<file path="config.mk">
export PLATFORM = sky130hd
export DESIGN_NAME = ocd_uart_loader
export DESIGN_NICKNAME = d
export VERILOG_FILES = /design/src/rtl/ocd_uart_loader.sv
export SDC_FILE = /design/constraint.sdc
export NUM_CORES = 1
export LEC_CHECK = 0
export ABC_AREA = 1
export BUFFER_PORTS_ARGS = -buffer_cell sky130_fd_sc_hd__buf_4
export CAP_MARGIN = 20
export CORE_MARGIN = 2
export CORE_UTILIZATION = 40
export CTS_CLUSTER_SIZE = 14
export DETAILED_ROUTE_END_ITERATION = 8
export PLACE_DENSITY = 0.65
export SYNTH_ARGS = -nofsm -noshare
export SYNTH_HDL_FRONTEND = slang
export SYNTH_SLANG_ARGS = --single-unit
</file>
<file path="constraint.sdc">
create_clock -name clk -period 3.5 [get_ports clk]
set_clock_uncertainty 0.1 [all_clocks]
set_input_delay 0.7 -clock clk [delete_from_list [all_inputs] [get_ports clk]]
set_output_delay 0.7 -clock clk [all_outputs]
set_load 0.01 [all_outputs]
</file>
<file path="src/rtl/ocd_uart_loader.sv">
// ocd_uart_loader: framed UART debug loader issuing memory write/read and core start requests
module ocd_uart_loader #(
    parameter int MEM_ADDR_BITS = 16,
    parameter int XLEN = 32,
    parameter int RD_TIMEOUT = 255,
    parameter int BYTE_TIMEOUT = 1000000
) (
    input  logic                     clk,
    input  logic                     reset_n,
    input  logic                     sync_reset,
    input  logic                     rx_valid,
    input  logic [7:0]               rx_data,
    output logic                     tx_valid,
    output logic [7:0]               tx_data,
    input  logic                     tx_ready,
    input  logic                     processor_paused,
    output logic                     ocd_read_enable,
    output logic                     ocd_write_enable,
    output logic [MEM_ADDR_BITS-1:0] ocd_rw_addr,
    output logic [XLEN-1:0]          ocd_write_word,
    input  logic                     ocd_mem_enable_out,
    input  logic [XLEN-1:0]          ocd_mem_word_out,
    output logic                     start,
    output logic [XLEN-1:0]          start_address
);
    typedef enum logic [2:0] {IDLE, RX_BODY, EXEC, WAIT_RD, TX_REPLY} state_e;
    typedef struct packed {
        state_e                   state;
        logic [3:0]               cnt;
        logic [31:0]              timer;
        logic [79:0]              frame;
        logic                     ok;
        logic [XLEN+7:0]          tx_buf;
        logic [2:0]               tx_left;
        logic                     tx_valid;
        logic                     rd_en;
        logic                     wr_en;
        logic                     start;
        logic [MEM_ADDR_BITS-1:0] addr;
        logic [XLEN-1:0]          wdata;
        logic [XLEN-1:0]          start_addr;
    } regs_t;
    regs_t r;
    logic [79:0] nf;
    logic [7:0] x;
    logic good;
    always_comb begin
        nf = {r.frame[71:0], rx_data};
        x = '0;
        for (int i = 1; i < 10; i++) x = x ^ nf[8*i +: 8];
        good = x == nf[7:0] && nf[79:72] != 8'h00 && nf[79:72] < 8'h04 && processor_paused;
    end
    assign tx_valid = r.tx_valid;
    assign tx_data = r.tx_buf[XLEN+7 -: 8];
    assign ocd_read_enable = r.rd_en;
    assign ocd_write_enable = r.wr_en;
    assign start = r.start;
    assign ocd_rw_addr = r.addr;
    assign ocd_write_word = r.wdata;
    assign start_address = r.start_addr;
    always_ff @(posedge clk or negedge reset_n)
        if (!reset_n) r <= '0;
        else if (sync_reset) r <= '0;
        else begin
            r.rd_en <= 1'b0;
            r.wr_en <= 1'b0;
            r.start <= 1'b0;
            case (r.state)
                IDLE: if (rx_valid && rx_data == 8'h5A) begin
                    r.state <= RX_BODY;
                    r.cnt <= '0;
                    r.timer <= '0;
                end
                RX_BODY: if (rx_valid) begin
                    r.frame <= nf;
                    r.cnt <= r.cnt + 4'd1;
                    r.timer <= '0;
                    if (r.cnt == 4'd9) begin
                        // strobes are registered on the last byte so they are high during EXEC
                        r.state <= EXEC;
                        r.ok <= good;
                        r.addr <= nf[40 +: MEM_ADDR_BITS];
                        r.wdata <= nf[39:8];
                        r.wr_en <= good && nf[79:72] == 8'h01;
                        r.rd_en <= good && nf[79:72] == 8'h02;
                        r.start <= good && nf[79:72] == 8'h03;
                        if (good && nf[79:72] == 8'h03) r.start_addr <= nf[71:40];
                    end
                end else if (r.timer == 32'(BYTE_TIMEOUT - 1)) r.state <= IDLE;
                else r.timer <= r.timer + 32'd1;
                EXEC: if (r.ok && r.frame[79:72] == 8'h02) begin
                    r.state <= WAIT_RD;
                    r.timer <= 32'd1;
                end else begin
                    r.state <= TX_REPLY;
                    r.tx_buf <= {r.ok ? 8'hA5 : 8'hEE, {XLEN{1'b0}}};
                    r.tx_left <= 3'd1;
                    r.tx_valid <= 1'b1;
                end
                WAIT_RD: if (ocd_mem_enable_out) begin
                    r.state <= TX_REPLY;
                    r.tx_buf <= {8'hA5, ocd_mem_word_out};
                    r.tx_left <= 3'd5;
                    r.tx_valid <= 1'b1;
                end else if (r.timer == 32'(RD_TIMEOUT - 1)) begin
                    r.state <= TX_REPLY;
                    r.tx_buf <= {8'hEE, {XLEN{1'b0}}};
                    r.tx_left <= 3'd1;
                    r.tx_valid <= 1'b1;
                end else r.timer <= r.timer + 32'd1;
                TX_REPLY: if (tx_ready) begin
                    r.tx_buf <= r.tx_buf << 8;
                    r.tx_left <= r.tx_left - 3'd1;
                    if (r.tx_left == 3'd1) begin
                        r.tx_valid <= 1'b0;
                        r.state <= IDLE;
                    end
                end
                default: r.state <= IDLE;
            endcase
        end
endmodule
</file>
==> results of run 1 <==
==> cell usage after synthesis (all sizes together) <==
cell | count | area, um2
a2111oi | 11 | 96.3
o31ai | 5 | 37.5
a21o | 1 | 7.51
a21oi | 7 | 46.3
nand3b | 3 | 22.5
o21ai | 153 | 766
a22o | 25 | 219
clkbuf | 33 | 124
buf | 136 | 942
nand2 | 335 | 1270
nor3 | 36 | 185
o2111ai | 2 | 17.5
mux2i | 1 | 10.0
or2 | 3 | 18.8
inv | 177 | 672
dfrtp | 247 | 6180
nor2 | 92 | 435
xor2 | 26 | 228
o22ai | 70 | 438
xnor2 | 13 | 114
nand4 | 46 | 303
a22oi | 1 | 7.51
nand3 | 170 | 866
nor4 | 6 | 50.0
nor3b | 1 | 12.5
ha | 6 | 75.1
==> registers in the layout, indices dropped and copies added (netlist names) <==
name,count
r,83
start,1
ocd_rw_addr,16
tx_data,8
ocd_write_word,32
ocd_write_enable,1
tx_valid,1
start_address,32
ocd_read_enable,1
nf,72
==> metal layers <==
metal / GRT usage [%] / share of wire (%) / up-vias
li1: - / - / 5313
met3: 3.89 / 6.0 / 54
met1: 29.5 / 45 / 5346
met4: 5.11 / 2.2 / 0
met2: 35.4 / 47 / 302
met5: 0 / 0 / -
==> power groups by stage <==
stage | Combinational, mW | Clock, mW | Sequential [mW]
floorplan | 0.852 | 0 | 3.03
global route | 1.24 | 2.84 | 3.03
finish | 1.11 | 2.66 | 3.02
global placement | 1.10 | 0 | 3.07
CTS | 1.12 | 2.72 | 3.02
detailed placement | 1.11 | 0 | 3.07
==> cells in the final DEF, fill, tap and decap left out, types with 8 or more instances in the layout <==
cell type    n
nand2_1    332
nor3_1      35
dfrtp_1    247
buf_4      146
nand3_1    167
buf_12       8
nand4_1     45
xnor2_1     13
o21ai_0     88
clkbuf_16   27
a22o_1      25
clkinv_2     8
o21ai_1     65
xor2_1      26
nor2_1      79
a2111oi_0   11
inv_1      158
o22ai_1     70
inv_2       16
==> logic make-up after synthesis <==
| logic type | after synthesis | share of synthesized area, % |
|---|---|---|
| buf+inv | 346 | 13.2 |
| mux | 1 | 0.0762 |
| flops | 247 | 47.0 |
| fa+ha+maj | 6 | 0.571 |
| xor+xnor | 39 | 2.60 |
| simple gates | 692 | 24.1 |
| compound gates | 275 | 12.4 |
==> cell type report <==
cell class	count	area (um2)
Clock inverter	10	56.3
Clock buffer	37	753
Tap cell	442	553
Fill cell	3222	17700
Sequential cell	247	6180
Multi-Input combinational cell	1013	5230
Inverter	177	674
Timing Repair Buffer	155	1270
==> final timing paths <==
check / end / cells after the start / from / slack, ns
setup reg to reg: ocd_write_word[21] / 8 / r[246] / 0.72
min in group clk: r[89] / 2 / ocd_mem_word_out[2] / 0.29
setup / recovery: ocd_write_word[21] / 8 / r[246] / 0.72
hold / removal: r[231] / 1 / reset_n / 0.11
hold reg to reg: r[203] / 2 / r[203] / 0.39
max in group asynchronous: nf[69] / 2 / reset_n / 2.47
==> worst max-delay path, delay by kind of cell, from the launching register on <==
kind | cells | cell delay, ns
compound gates | 1 | 0.19
flops | 1 | 0.69
buf+inv | 2 | 1.11
simple gates | 5 | 0.49
==> out/results.ini, run 1 <==
[clock_network]
cts_setup_buffers = 0
cts-htree-levels = 1
ctsHoldBuffers = 0
cts_made_buffers = 27
clkLatencyLatePin_ns = 0.55
cts.clk_slew.worst_paths_ns = 0.06
cts_resized = 0
root_buffer = clkbuf_16
cts_buffer_depth = 3
cts_tree = yes
cts_sinks = 247

[worst_setup_path]
worst_setup_path_start_kind = flop
path_class = reg -> reg
arrival_ns = 3.07
slowest_stage = dfrtp_1
end_kind = flop
crit_top_cell = nor2_4
cp_slowest_stage_delay_ns = 0.69
worstPathCellList = nor2_4 -> nand2_4 -> nor2_8 -> nand4_4 -> buf_4 -> nor2_4 -> inv_2 -> o21ai_0
worst-path-max-fanout = 50
cp.required_ns = 3.79

[floorplanning]
io_pins = 139
die_area_um2 = 34300
die_w_um = 185
initial_core_util_pct = 40.5
die_h_um = 185
core_area_um2 = 32500
fp-row-count = 66

[route]
drc = 0
dr.pass1.iters = 5
postRouteWirelength_um = 36900
postRouteAntennaNets = 0
viasPerCell = 5.29
drt_iter0_markers = 847
vias = 11000
wire_per_inst_um = 17.7

[power]
pwr-share-clk_pct = 39.2
p_int_mw = 4.75
p_leak_nw = 6.86
combPwrFrac_pct = 16.4
power.share.sequential_pct = 44.4
swShare_pct = 30.2
switchingPower_mw = 2.06
vdd_drop_max_mv = 0.407
power_density_nw_per_um2 = 462
p_total_mw = 6.80

[synthesis]
syn_nets = 1659
synthCells = 1606
avgSynthCellArea_um2 = 8.18
netlist_area_um2 = 13100
synth_seq_cells = 247
yosysSeqAreaShare_pct = 47.0
ys.warnings.count = 0
synth_cell_types = 45

[timing]
fmax_ghz = 0.359
post-route-period-util_pct = 79.6
setup_ws_ns = 0.715
finalHoldViolations = 0
hold_slack_ns = 0.107
slew_headroom_pct = 44.1
period_needed_ns = 2.78
drv_slew = 0
rsz0062_at_grt = false
tightest_slew_ns = 0.837
fin_tns_setup_ns = 0
setup_viol = 0

[outcome]
run_status = complete, no violations

[global_routing]
overflow = 0
antenna_found_initial = 0
grt_pass1_vias = 10400
grt_pass1_wl_um = 58600
grt_max_degree = 103
track_usage_pct = 21.6

[min_path]
hp-class = in -> async

[finish]
diodes = 0
stdcell_count = 2081
fin_nets = 1674
postLayoutCoreUtil_pct = 45.4
final_layout_size_suffix_gt1_share_pct = 14.7
syn_to_final_growth_pct = 12.0
postLayoutCellArea_um2 = 14700

[placed_design]
dp_hpwl_um = 25700
portBuffers = 138
dp_cells = 2034
place_area_um2 = 13900
gp_congestion = 0.888
post-place-ws_ns = 0.690

[flow_run]
drv_cap = 0

Note: power is estimated with default switching activity, not from simulation.
==> inputs of run 2 (changes only) <==
--- a/config.mk
+++ b/config.mk
@@ -12,7 +12,7 @@
 export CORE_UTILIZATION = 40
 export CTS_CLUSTER_SIZE = 14
 export DETAILED_ROUTE_END_ITERATION = 8
-export PLACE_DENSITY = 0.65
+export PLACE_DENSITY = 0.67
 export SYNTH_ARGS = -nofsm -noshare
 export SYNTH_HDL_FRONTEND = slang
 export SYNTH_SLANG_ARGS = --single-unit
==> constraint.sdc (replaced) <==
create_clock -name clk -period 2.4 [get_ports clk]
set_clock_uncertainty 0.1 [all_clocks]
set_input_delay 0.48 -clock clk [delete_from_list [all_inputs] [get_ports clk]]
set_output_delay 0.48 -clock clk [all_outputs]
set_load 0.01 [all_outputs]
==> run 2 against run 1 <==
Compared with the run above:
- sequential share of layout area shrank 1.5 points
- final area grew 3.7%
- sequential cell count is the same
- wire length grew 3.0%
- count of clock-buffer cells in the layout grew 3
- critical path depth grew 7
- global-route usage grew 0.59 points
- combinational power grew 59%
- die area is the same
- sequential power grew 45%
- cell count grew 2.4%
- worst hold slack lost 0.061 ns
==> out/results.ini, run 2 (synthesis gave the netlist of run 1 again) <==
[finish]
fillers = 3187  ; -1.1%
final_common_cell = nand2_1
layout_common_cells = nand2_1, dfrtp_1, buf_4
largest_reg_flops = 83  ; unchanged
syn_to_final_growth_pct = 16.1
postLayoutCellArea_um2 = 15300  ; +3.7%
postLayoutCoreUtil_pct = 47.0  ; +1.7 points
stdcell_count = 2130  ; +2.4%
final_layout_size_suffix_gt1_share_pct = 19.1  ; +4.4 points
fin_nets = 1721  ; +2.8%
diodes = 0  ; unchanged
top_register = r

[route]
drc = 0  ; unchanged
postRouteAntennaNets = 0  ; unchanged
postRouteWirelength_um = 38000  ; +3.0%
viasPerCell = 5.32  ; +0.52%
vias = 11300  ; +2.9%
wire_per_inst_um = 17.9  ; +0.64%
dr.pass1.iters = 5  ; unchanged
drt_iter0_markers = 811  ; -4.3%

[timing]
slew_headroom_pct = 42.5  ; -1.6 points
post-route-period-util_pct = 94.9  ; +15 points
finalHoldViolations = 0  ; unchanged
period_needed_ns = 2.28  ; -0.507 ns
hold_slack_ns = 0.0466  ; -0.0607 ns
setup_viol = 0  ; unchanged
fmax_ghz = 0.439  ; +22%
rsz0062_at_grt = true
drv_slew = 0  ; unchanged
tightest_slew_ns = 0.861  ; +0.0238 ns
setup_ws_ns = 0.122  ; -0.593 ns
fin_tns_setup_ns = 0  ; unchanged

[power]
p_leak_nw = 7.14  ; +4.1%
vdd_drop_max_mv = 0.543  ; +33%
p_total_mw = 10.4  ; +52%
power_density_nw_per_um2 = 679  ; +47%

[clock_network]
root_buffer = clkbuf_16
cts_made_buffers = 27  ; unchanged
cts_sinks = 247  ; unchanged
cts.clk_slew.worst_paths_ns = 0.06  ; about the same
cts_tree = yes
clkLatencyLatePin_ns = 0.56  ; about the same
cts-htree-levels = 1  ; unchanged
cts_buffer_depth = 3  ; unchanged

[outcome]
run_status = complete, no violations

[min_path]
hold_start = ocd_mem_word_out[4]
hp-class = in -> reg

[global_routing]
antenna_found_initial = 0  ; unchanged
track_usage_pct = 22.2  ; +0.59 points
grt_pass1_wl_um = 59900  ; +2.3%
overflow = 0  ; unchanged
grt_pass1_vias = 10800  ; +3.5%
grt_max_degree = 88  ; -15%

[worst_setup_path]
critPathLaunch = nf[67]
worstReg2RegStart = nf[67]
worst_setup_path_start_kind = flop
cp.required_ns = 2.79  ; -1.00 ns
end_kind = flop
arrival_ns = 2.67  ; -0.40 ns
worst-path-max-fanout = 6  ; -88%
path_class = reg -> reg

[placed_design]
gp_congestion = 0.911  ; +2.6%
dp_cells = 2070  ; +1.8%
dp_hpwl_um = 26900  ; +4.6%
portBuffers = 138  ; unchanged
post-place-ws_ns = 0.0964  ; -0.593 ns
place_area_um2 = 14200  ; +2.0%

[floorplanning]
io_pins = 139  ; unchanged
initial_core_util_pct = 40.5  ; unchanged
fp-row-count = 66  ; unchanged
die_area_um2 = 34300  ; unchanged
die_h_um = 185  ; unchanged
core_area_um2 = 32500  ; unchanged
die_w_um = 185  ; unchanged

[flow_run]
drv_cap = 0  ; unchanged

[run 2: area by class of cell]
cell class / instances / area [um2] / area share [%]
flip-flops and latches: 247 / 6190 / 40.5
clock inverters: 9 / 96.3 / 0.631
multi-input cells: 1013 / 5300 / 34.7
well taps: 442 / 553 / 3.62
repair buffers: 202 / 1650 / 10.8
clock buffers: 40 / 805 / 5.27
inverters: 177 / 677 / 4.43
[run 2: critical path: stages (launching register included)]
cell and delay, ns:
dfrtp_1 0.43, xnor2_2 0.21, buf_4 0.16, inv_1 0.04, nand2_1 0.07, nand2_1 0.05, nand2_1 0.07, nand2_1 0.05
nand2_1 0.07, nand2_2 0.07, nor2_2 0.14, nand3_2 0.11, nor2_4 0.24, buf_4 0.19, nand4_1 0.13, nand2_1 0.09
[run 2: repair_timing]
action / 4_1_cts / 5_1_grt
endpoints found under the setup margin: 0 / 51
hold buffers: 1 / 0
hold endpoints to repair: 44 / 0
gates resized for setup: 0 / 40
setup buffers: 0 / 9
[run 2: worst paths after layout]
path                       slack (ns)  cells past startpoint                 to
min in group asynchronous        0.35                      2             r[235]
hold reg to reg                  0.39                      2         tx_data[4]
setup / recovery                 0.12                     15  start_address[18]
max in group asynchronous        1.11                      3             nf[43]
hold / removal                   0.05                      2              r[91]
setup reg to reg                 0.12                     15  start_address[18]
[run 2: metal layers]
metal | up-vias | GRT usage [%] | share of wire [%]
li1 | 5397 | - | -
met1 | 5533 | 30.4 | 44
met2 | 347 | 36.2 | 47
met3 | 56 | 3.89 | 6.5
met4 | 0 | 5.71 | 2.4
met5 | - | 0 | 0
[run 2: report_power, final]
part	switching, mW	total (mW)	leakage, nW	internal, mW
registers	0.107	4.39	3.43	4.28
clock network	1.78	4.21	0.436	2.44
logic	1.23	1.76	3.28	0.535
